`src/rtl/divisor_rest_pkg.sv`:
```
// rtl/divisor_rest_pkg.sv - shared state encodings and default width for the restoring divider
package divisor_rest_pkg;

  localparam int N_DEFAULT = 4;

  typedef enum logic [2:0] {
    IDLE     = 3'b000,
    CARGA    = 3'b001,
    DESPLAZA = 3'b010,
    RESTA    = 3'b011,
    FIN      = 3'b100
  } state_t;

endpackage

```
`src/rtl/divisor_rest_cd_divisor.sv`:
```
// rtl/divisor_rest_cd_divisor.sv - datapath: A/Q/M registers, trial subtractor, iteration counter
module cd_divisor #(
  parameter int N = 4
) (
  input  logic         clk,
  input  logic         reset_n,
  input  logic         carga,
  input  logic         desplaza,
  input  logic         resta_ok,
  input  logic         decrementa,
  input  logic [N-1:0] dividendo,
  input  logic [N-1:0] divisor,
  output logic         cero,
  output logic         menor,
  output logic         div0,
  output logic [N:0]   a,
  output logic [N-1:0] q,
  output logic         dz
);

  localparam int CNT_W = $clog2(N + 1);

  logic [N:0]       a_q, a_d;
  logic [N-1:0]     q_q, q_d;
  logic [N-1:0]     m_q, m_d;
  logic [CNT_W-1:0] cnt_q, cnt_d;
  logic             dz_q, dz_d;
  logic [N:0]       diff;

  // Sign bit of the N+1-bit trial difference says A < M, i.e. restore.
  assign diff  = a_q - {1'b0, m_q};
  assign menor = diff[N];
  assign cero  = (cnt_q == CNT_W'(1));
  assign div0  = (divisor == '0);

  always_comb begin
    a_d   = a_q;
    q_d   = q_q;
    m_d   = m_q;
    cnt_d = cnt_q;
    dz_d  = dz_q;
    if (carga) begin
      a_d   = '0;
      q_d   = dividendo;
      m_d   = divisor;
      cnt_d = CNT_W'(N);
      dz_d  = div0;
    end else if (desplaza) begin
      {a_d, q_d} = {a_q[N-1:0], q_q, 1'b0};
    end else if (resta_ok) begin
      if (!menor) begin
        a_d    = diff;
        q_d[0] = 1'b1;
      end
      if (decrementa) begin
        cnt_d = cnt_q - CNT_W'(1);
      end
    end
  end

  always_ff @(posedge clk) begin
    if (!reset_n) begin
      a_q   <= '0;
      q_q   <= '0;
      m_q   <= '0;
      cnt_q <= '0;
      dz_q  <= 1'b0;
    end else begin
      a_q   <= a_d;
      q_q   <= q_d;
      m_q   <= m_d;
      cnt_q <= cnt_d;
      dz_q  <= dz_d;
    end
  end

  assign a  = a_q;
  assign q  = q_q;
  assign dz = dz_q;

endmodule

```
`src/rtl/divisor_rest.sv`:
```
// rtl/divisor_rest.sv - unsigned restoring divider: control FSM driving the cd_divisor datapath
module divisor_rest
  import divisor_rest_pkg::*;
#(
  parameter int N = N_DEFAULT
) (
  input  logic         clk,
  input  logic         reset_n,
  input  logic         start,
  input  logic [N-1:0] dividendo,
  input  logic [N-1:0] divisor,
  output logic [N-1:0] cociente,
  output logic [N-1:0] resto,
  output logic         fin,
  output logic         div_cero
);

  state_t       state_q, state_d;
  logic         carga, desplaza, resta_ok, decrementa;
  logic         cero, menor, div0, dz;
  logic [N:0]   a;
  logic [N-1:0] q;

  // A start seen mid-operation suppresses the datapath step so the abort is clean.
  assign carga      = (state_q == CARGA);
  assign desplaza   = (state_q == DESPLAZA) && !start;
  assign resta_ok   = (state_q == RESTA) && !start;
  assign decrementa = (state_q == RESTA) && !start;

  always_comb begin
    state_d = state_q;
    case (state_q)
      IDLE:     state_d = start ? CARGA : IDLE;
      CARGA:    state_d = start ? CARGA : (div0 ? FIN : DESPLAZA);
      DESPLAZA: state_d = start ? CARGA : RESTA;
      RESTA:    state_d = start ? CARGA : (cero ? FIN : DESPLAZA);
      FIN:      state_d = start ? CARGA : FIN;
      default:  state_d = IDLE;
    endcase
  end

  always_ff @(posedge clk) begin
    if (!reset_n) begin
      state_q <= IDLE;
    end else begin
      state_q <= state_d;
    end
  end

  cd_divisor #(.N(N)) u_cd (
    .clk        (clk),
    .reset_n    (reset_n),
    .carga      (carga),
    .desplaza   (desplaza),
    .resta_ok   (resta_ok),
    .decrementa (decrementa),
    .dividendo  (dividendo),
    .divisor    (divisor),
    .cero       (cero),
    .menor      (menor),
    .div0       (div0),
    .a          (a),
    .q          (q),
    .dz         (dz)
  );

  // On divide-by-zero Q still holds the captured dividend; present it as the remainder.
  assign cociente = dz ? '1 : q;
  assign resto    = dz ? q : a[N-1:0];
  assign fin      = (state_q == FIN);
  assign div_cero = dz;

endmodule
```
`config.mk`:
```
export PLATFORM = sky130hd
export DESIGN_NAME = divisor_rest
export DESIGN_NICKNAME = d
export VERILOG_FILES = /design/src/rtl/divisor_rest_pkg.sv /design/src/rtl/divisor_rest_cd_divisor.sv /design/src/rtl/divisor_rest.sv
export SDC_FILE = /design/constraint.sdc
export NUM_CORES = 1
export LEC_CHECK = 0
export ABC_AREA = 1
export ABC_CLOCK_PERIOD_IN_PS = 4700
export CAP_MARGIN = 20
export CORE_ASPECT_RATIO = 1.5
export CORE_MARGIN = 4
export CORE_UTILIZATION = 55
export CTS_CLUSTER_DIAMETER = 120
export DETAILED_ROUTE_END_ITERATION = 6
export GPL_ROUTABILITY_DRIVEN = 1
export PLACE_DENSITY_LB_ADDON = 0.15
export RECOVER_POWER = 25
export SYNTH_ARGS = -nofsm -noshare
export SYNTH_HDL_FRONTEND = slang
export SYNTH_SLANG_ARGS = --single-unit
```
`constraint.sdc`:
```
create_clock -name clk -period 4.7 [get_ports clk]
set_clock_uncertainty 0.2 [all_clocks]
set_input_delay 0.705 -clock clk [delete_from_list [all_inputs] [get_ports clk]]
set_output_delay 0.705 -clock clk [all_outputs]
set_load 0.1 [all_outputs]
```
==> results.yml, run 1 <==
run_status:
  status: "finished clean"
timing:
  worst_hold_slack_ps: 276
  tightest_slew_ps: 984
  max_clock_freq_ghz: 0.318
  rsz_0062_raised_after_global_routing: "false"
  drv_slew: 0
  final.setup.tns_ps: 0
  fin_crit_sh: 0.670
  period_needed_ps: 3150
  finalSetupViolCount: 0
  worst_setup_slack_after_layout_ps: 1550
  hold_violations: 0
  maxSlewHeadroom: 0.342
cells_and_area:
  syn2layout_area_growth_pct: 18.5
  final_cell_mix: "nand2_1 (44), inv_1 (24), nand3_1 (20), dfxtp_1 (20)"
  fraction_of_layout_cells_with_a_size_suffix_above_1: 0.0553
  layout.nets: 219
  insertedDiodeCount: 0
  layout.filler_cells: 188
  commonest_non_fill_non_tap_cell_in_the_layout: "nand2_1"
floorplanning:
  dieWidth_um: 45.8
  die_y_um: 64.8
  core_region_area_mm2: 0.00203
  number_of_cell_rows: 20
  io_pins: 21
  initial_core_util: 0.583
  design.die.area_mm2: 0.00297
pwr:
  power.total_mw: 0.363
  share_comb_of_total_power: 0.270
  leakage_nw: 0.624
  p_int_mw: 0.239
  power.density_mw_per_mm2: 259
  seqPwrFrac: 0.501
  net-switching-power_mw: 0.124
  share_clk_of_total_power: 0.229
  sw_frac_of_total: 0.341
  worst_ir_drop_vdd_mv: 0.179
critical_path:
  critPathLaunchType: "flop"
  cp.arrival_ps: 2240
  cp_num_buf_inv: 2
  timing.critical_path.fanout_max: 8
  timing.critical_path.slowest_stage_cell: "clkdlybuf4s50_1"
  critPathMaxStageDelay_ps: 1160
  timing.critical_path.cells: "inv_1 > o21ai_0 > clkdlybuf4s50_1"
  crit_path_end_kind: "output port"
  crit_family: "buffers and inverters"
  crit_type: "flop to output port"
  worstPathRequired_ps: 3800
  r2r_slack_ps: 2690
detailed_routing:
  number_of_nets_with_antenna_violations_after_detailed_routing: 0
  avgRoutedWirePerCell_um: 13.2
  vias_per_cell: 5.41
  detail_route.first_pass.iterations: 4
  vias: 1195
  detail_route.drc_violations: 0
  detail_route.wirelength_um: 2920
  dr.first_iter.drc_count: 36
logic_synthesis:
  yosys.cell_types.count: 21
  ys_warn_count: 0
  synth_sequential_area_ratio: 0.339
  synthesis.instances: 179
  synth.cell_area_mm2: 0.00118
  postSynthRegisterBits: 20
  synthesis.area_per_instance_um2: 6.60
  synth.net_count: 197
cts:
  number_of_clock_buffers_inserted_by_tritoncts: 3
  clkSinkCount: 20
  clock_latency_ps: 310
  post_cts_resize_count: 0
  cts.repair_timing.setup_buffer_count: 0
  cts-hold-fix-buffers: 0
  cts-htree-levels: 1
  ctsLongestPathBuffers: 2
  clock-root-buffer: "clkbuf_4"
  clock_slew_at_the_register_clock_pins_of_the_worst_setup_and_hold_paths_ps: 110
  cts_tree: "built"
placed_design:
  buffer_ports.inserted: 20
  post-dp-hpwl_um: 2330
  gp_routability_congestion: 0.842
  dp_worst_setup_slack_ps: 1920
min_path:
  holdCritPathClass: "flop to flop"
global_route:
  first_global_vias: 1096
  gr-usage-all-layers: 0.215
  first_pass_grt_wire_length_um: 4790
  globalRoute.totalOverflow: 0
  grt_max_degree: 16
  antenna_found_initial: 0
job:
  max-cap-violations: 0
## final cells by class
cell class / count / area (µm²) / area share
flip-flops and latches: 20 / 400 / 0.286
clock buffers: 3 / 22.5 / 0.0161
well taps: 22 / 27.5 / 0.0197
repair buffers: 20 / 200 / 0.143
multi-input cells: 129 / 648 / 0.463
inverters: 27 / 101 / 0.0724
## kinds of logic after synthesis
| group | share of synthesized area |
|---|---|
| AO/OA/AOI/OAI | 0.142 |
| adder cells (fa/ha/maj) | 0.0805 |
| buffers and inverters | 0.103 |
| flip-flops | 0.339 |
| AND/OR/NAND/NOR | 0.336 |
## power by group through the flow
| stage | Combinational [mW] | Sequential [mW] | Clock (mW) |
|---|---|---|---|
| 6_report | 0.0982 | 0.182 | 0.0831 |
| 5_1_grt | 0.107 | 0.183 | 0.0900 |
| 4_1_cts | 0.0991 | 0.182 | 0.0825 |
| 3_5_place_dp | 0.0987 | 0.186 | 0 |
| 3_3_place_gp | 0.0957 | 0.185 | 0 |
| 2_1_floorplan | 0.0717 | 0.185 | 0 |
## per-layer routing
metal	wire (µm)	track usage	up-vias
li1	-	-	614
met1	1120	0.250	537
met2	1620	0.378	35
met3	122	0.0194	9
met4	66	0.0961	0
met5	0	0	-
## registers in the layout, summed over array words and instances (netlist names)
register,flops
u_cd.cnt_q,3
u_cd.dz,1
u_cd.a,5
u_cd.m_q,4
state_q,3
u_cd.q,4
## worst register-to-register path, cell delays in order, from the launching register on
cell and delay, ps:
dfxtp_1 310, inv_1 120, ha_1 170, inv_1 70
fa_1 400, nand2_1 100, nand2_1 70, nand3_1 70
nand3_1 110, nand2_2 140, nand2_1 60, nand2_1 60
nor2_1 40
## worst paths after layout
path,startpoint,end,cells past startpoint
worst max-delay path,u_cd.dz,resto[3],3
worst max register to register,u_cd.a[0],u_cd.a[0],12
worst min-delay path,u_cd.m_q[2],u_cd.m_q[2],2
worst min register to register,u_cd.m_q[2],u_cd.m_q[2],2
## synthesized netlist by cell type
| master | count | area (µm²) |
|---|---|---|
| nand2_1 | 44 | 165 |
| inv_1 | 24 | 90.1 |
| dfxtp_1 | 20 | 400 |
| nand3_1 | 20 | 100 |
| nor2_1 | 19 | 71.3 |
| a21oi_1 | 15 | 75.1 |
| o21ai_0 | 13 | 65.1 |
| ha_1 | 6 | 75.1 |
| nand2_2 | 3 | 18.8 |
| a31oi_1 | 2 | 12.5 |
| inv_2 | 2 | 7.51 |
| or2_2 | 2 | 12.5 |
| buf_2 | 1 | 5.00 |
| buf_6 | 1 | 11.3 |
| clkbuf_1 | 1 | 3.75 |
| clkinv_1 | 1 | 3.75 |
| fa_1 | 1 | 20.0 |
| nor3_4 | 1 | 16.3 |
| nor3b_2 | 1 | 12.5 |
| o221ai_1 | 1 | 8.76 |
| o22ai_1 | 1 | 6.26 |
## per-stage QoR
| stage | instance area, µm² | instances | utilization |
|---|---|---|---|
| 5_1_grt | 1400 | 221 | 0.691 |
| 4_1_cts | 1410 | 221 | 0.696 |
| 2_1_floorplan | 1180 | 179 | - |
| 3_5_place_dp | 1390 | 218 | 0.685 |
| 6_report | 1400 | 221 | 0.691 |
| 3_3_place_gp | 1390 | 218 | 0.685 |
No activity file was read; power rests on OpenSTA's default activity.
==> run 2: changes to the inputs <==
--- a/config.mk
+++ b/config.mk
@@ -6,11 +6,11 @@
 export NUM_CORES = 1
 export LEC_CHECK = 0
 export ABC_AREA = 1
-export ABC_CLOCK_PERIOD_IN_PS = 4700
+export ABC_CLOCK_PERIOD_IN_PS = 2800
 export CAP_MARGIN = 20
 export CORE_ASPECT_RATIO = 1.5
 export CORE_MARGIN = 4
-export CORE_UTILIZATION = 55
+export CORE_UTILIZATION = 46
 export CTS_CLUSTER_DIAMETER = 120
 export DETAILED_ROUTE_END_ITERATION = 6
 export GPL_ROUTABILITY_DRIVEN = 1
==> constraint.sdc (replaced) <==
create_clock -name clk -period 2.8 [get_ports clk]
set_clock_uncertainty 0.2 [all_clocks]
set_input_delay 0.42 -clock clk [delete_from_list [all_inputs] [get_ports clk]]
set_output_delay 0.42 -clock clk [all_outputs]
set_load 0.1 [all_outputs]
==> run 2 against run 1 <==
Compared with the run above:
- global-route usage is 4.2 points lower
- worst setup slack worse by 1000 ps
- final cell count is 0.90% higher
- power is 66% higher
- clock power is 65% higher
- critical path depth is 2 lower
- combinational power is 65% higher
- wire length is 5.4% lower
- non-clock buffer count stayed put
- die area is 17% higher
- largest cell class unchanged
- highest routed layer unchanged
==> results.yml, run 2 (same netlist as run 1, synthesis figures left out) <==
critical_path:
  cp.arrival_ps: 1620
  critPathLaunchType: "flop"
  worstPathRequired_ps: 2180
  timing.critical_path.slowest_stage_cell: "clkbuf_1"
  critPathMaxStageDelay_ps: 890
  reg2reg_to: "u_cd.a[0]"
  timing.critical_path.fanout_max: 7
  rr_startpoint: "u_cd.a[0]"
  crit_type: "flop to output port"
  r2r_slack_ps: 770
  crit_family: "buffers and inverters"
  crit_path_end_kind: "output port"
  r2r_cells: 12
  timing.critical_path.cells: "clkbuf_1"
  cp_num_buf_inv: 1
global_route:
  grt_max_degree: 16
  globalRoute.totalOverflow: 0
  gr-usage-all-layers: 0.173
  first_pass_grt_wire_length_um: 4710
  first_global_vias: 1087
  antenna_found_initial: 0
cts:
  cts_tree: "built"
  cts.repair_timing.setup_buffer_count: 0
  clock_slew_at_the_register_clock_pins_of_the_worst_setup_and_hold_paths_ps: 110
  cts-hold-fix-buffers: 0
  clock-root-buffer: "clkbuf_4"
  ctsLongestPathBuffers: 2
  clkSinkCount: 20
  cts-htree-levels: 1
  clock_latency_ps: 300
  post_cts_resize_count: 0
  number_of_clock_buffers_inserted_by_tritoncts: 3
floorplanning:
  die_y_um: 70.1
  initial_core_util: 0.482
  dieWidth_um: 49.4
  io_pins: 21
  core_region_area_mm2: 0.00245
  number_of_cell_rows: 22
  design.die.area_mm2: 0.00346
min_path:
  holdCritStartpoint: "u_cd.m_q[3]"
  whs_path_depth: 2
  destination_of_the_worst_hold_path: "u_cd.m_q[3]"
  holdCritPathClass: "flop to flop"
cells_and_area:
  fraction_of_layout_cells_with_a_size_suffix_above_1: 0.111
  multi_input_comb_area_um2: 656
  final_cell_mix: "nand2_1 (44), inv_1 (24), nand3_1 (20), dfxtp_1 (20), nor2_1 (19)"
  insertedDiodeCount: 0
  commonest_non_fill_non_tap_cell_in_the_layout: "nand2_1"
  layoutNonFillerInstCount: 223
  layout.filler_cells: 242
  ff_latch_area_um2: 400
  layout.core_utilization: 0.564
  final_area_mm2: 0.00138
  flip_flop_count_of_the_largest_register_all_copies_and_words_added: 5
  layout.nets: 219
  syn2layout_area_growth_pct: 16.9
detailed_routing:
  number_of_nets_with_antenna_violations_after_detailed_routing: 0
  avgRoutedWirePerCell_um: 12.4
  detail_route.first_pass.iterations: 4
  detail_route.drc_violations: 0
  dr.first_iter.drc_count: 39
  vias_per_cell: 5.27
  detail_route.wirelength_um: 2770
  vias: 1175
pwr:
  power.density_mw_per_mm2: 438
  p_int_mw: 0.399
  sw_frac_of_total: 0.340
  net-switching-power_mw: 0.205
  seqPwrFrac: 0.505
  worst_ir_drop_vdd_mv: 0.309
  share_clk_of_total_power: 0.227
  share_comb_of_total_power: 0.268
  leakage_nw: 0.643
timing:
  max_clock_freq_ghz: 0.446
  fin_crit_sh: 0.801
  drv_slew: 0
  finalSetupViolCount: 0
  rsz_0062_raised_after_global_routing: "false"
  period_needed_ps: 2240
  hold_violations: 0
  worst_hold_slack_ps: 287
  maxSlewHeadroom: 0.231
  tightest_slew_ps: 1160
placed_design:
  gp_routability_congestion: 0.884
  total_placed_instance_area_mm2: 0.00137
  buffer_ports.inserted: 20
  post-dp-hpwl_um: 2270
  post-place-cells: 220
run_status:
  status: "finished clean"
job:
  max-cap-violations: 0
==> run 2: how the worst max path moves through the flow <==
stage | start | to | cells after the start
6_report | u_cd.dz | div_cero | 1
5_1_grt | u_cd.dz | div_cero | 1
4_1_cts | u_cd.a[0] | u_cd.a[0] | 12
3_5_place_dp | start | u_cd.a[0] | 8
3_3_place_gp | start | u_cd.a[0] | 8
2_1_floorplan | u_cd.dz | resto[3] | 2
==> run 2: layer usage <==
layer	vias to the layer above	routed length (µm)	global-route usage
li1	618	-	-
met1	521	1220	0.206
met2	30	1420	0.293
met3	6	90	0.0299
met4	0	40	0.0862
met5	-	0	0
==> run 2: layout make-up <==
class / instances / share of cell area
clock buffer: 3 / 0.0163
timing repair buffer: 20 / 0.124
sequential: 20 / 0.290
tap: 24 / 0.0217
multi-input combinational: 129 / 0.475
inverter: 27 / 0.0734
==> run 2: stage by stage <==
stage	setup slack (ps)	TNS, ps	power, mW
final	557	0	0.605
after global routing	502	0	0.637
after global placement	684	0	0.473
after detailed placement	642	0	0.475
after CTS	771	0	0.609
after floorplan	-67.1	-145	0.432
==> run 2: power by group through the flow <==
stage	registers, mW	logic [mW]	clock network [mW]
6_report	0.305	0.162	0.137
5_1_grt	0.307	0.177	0.152
4_1_cts	0.305	0.164	0.140
3_5_place_dp	0.312	0.163	0
3_3_place_gp	0.312	0.161	0
2_1_floorplan	0.311	0.121	0
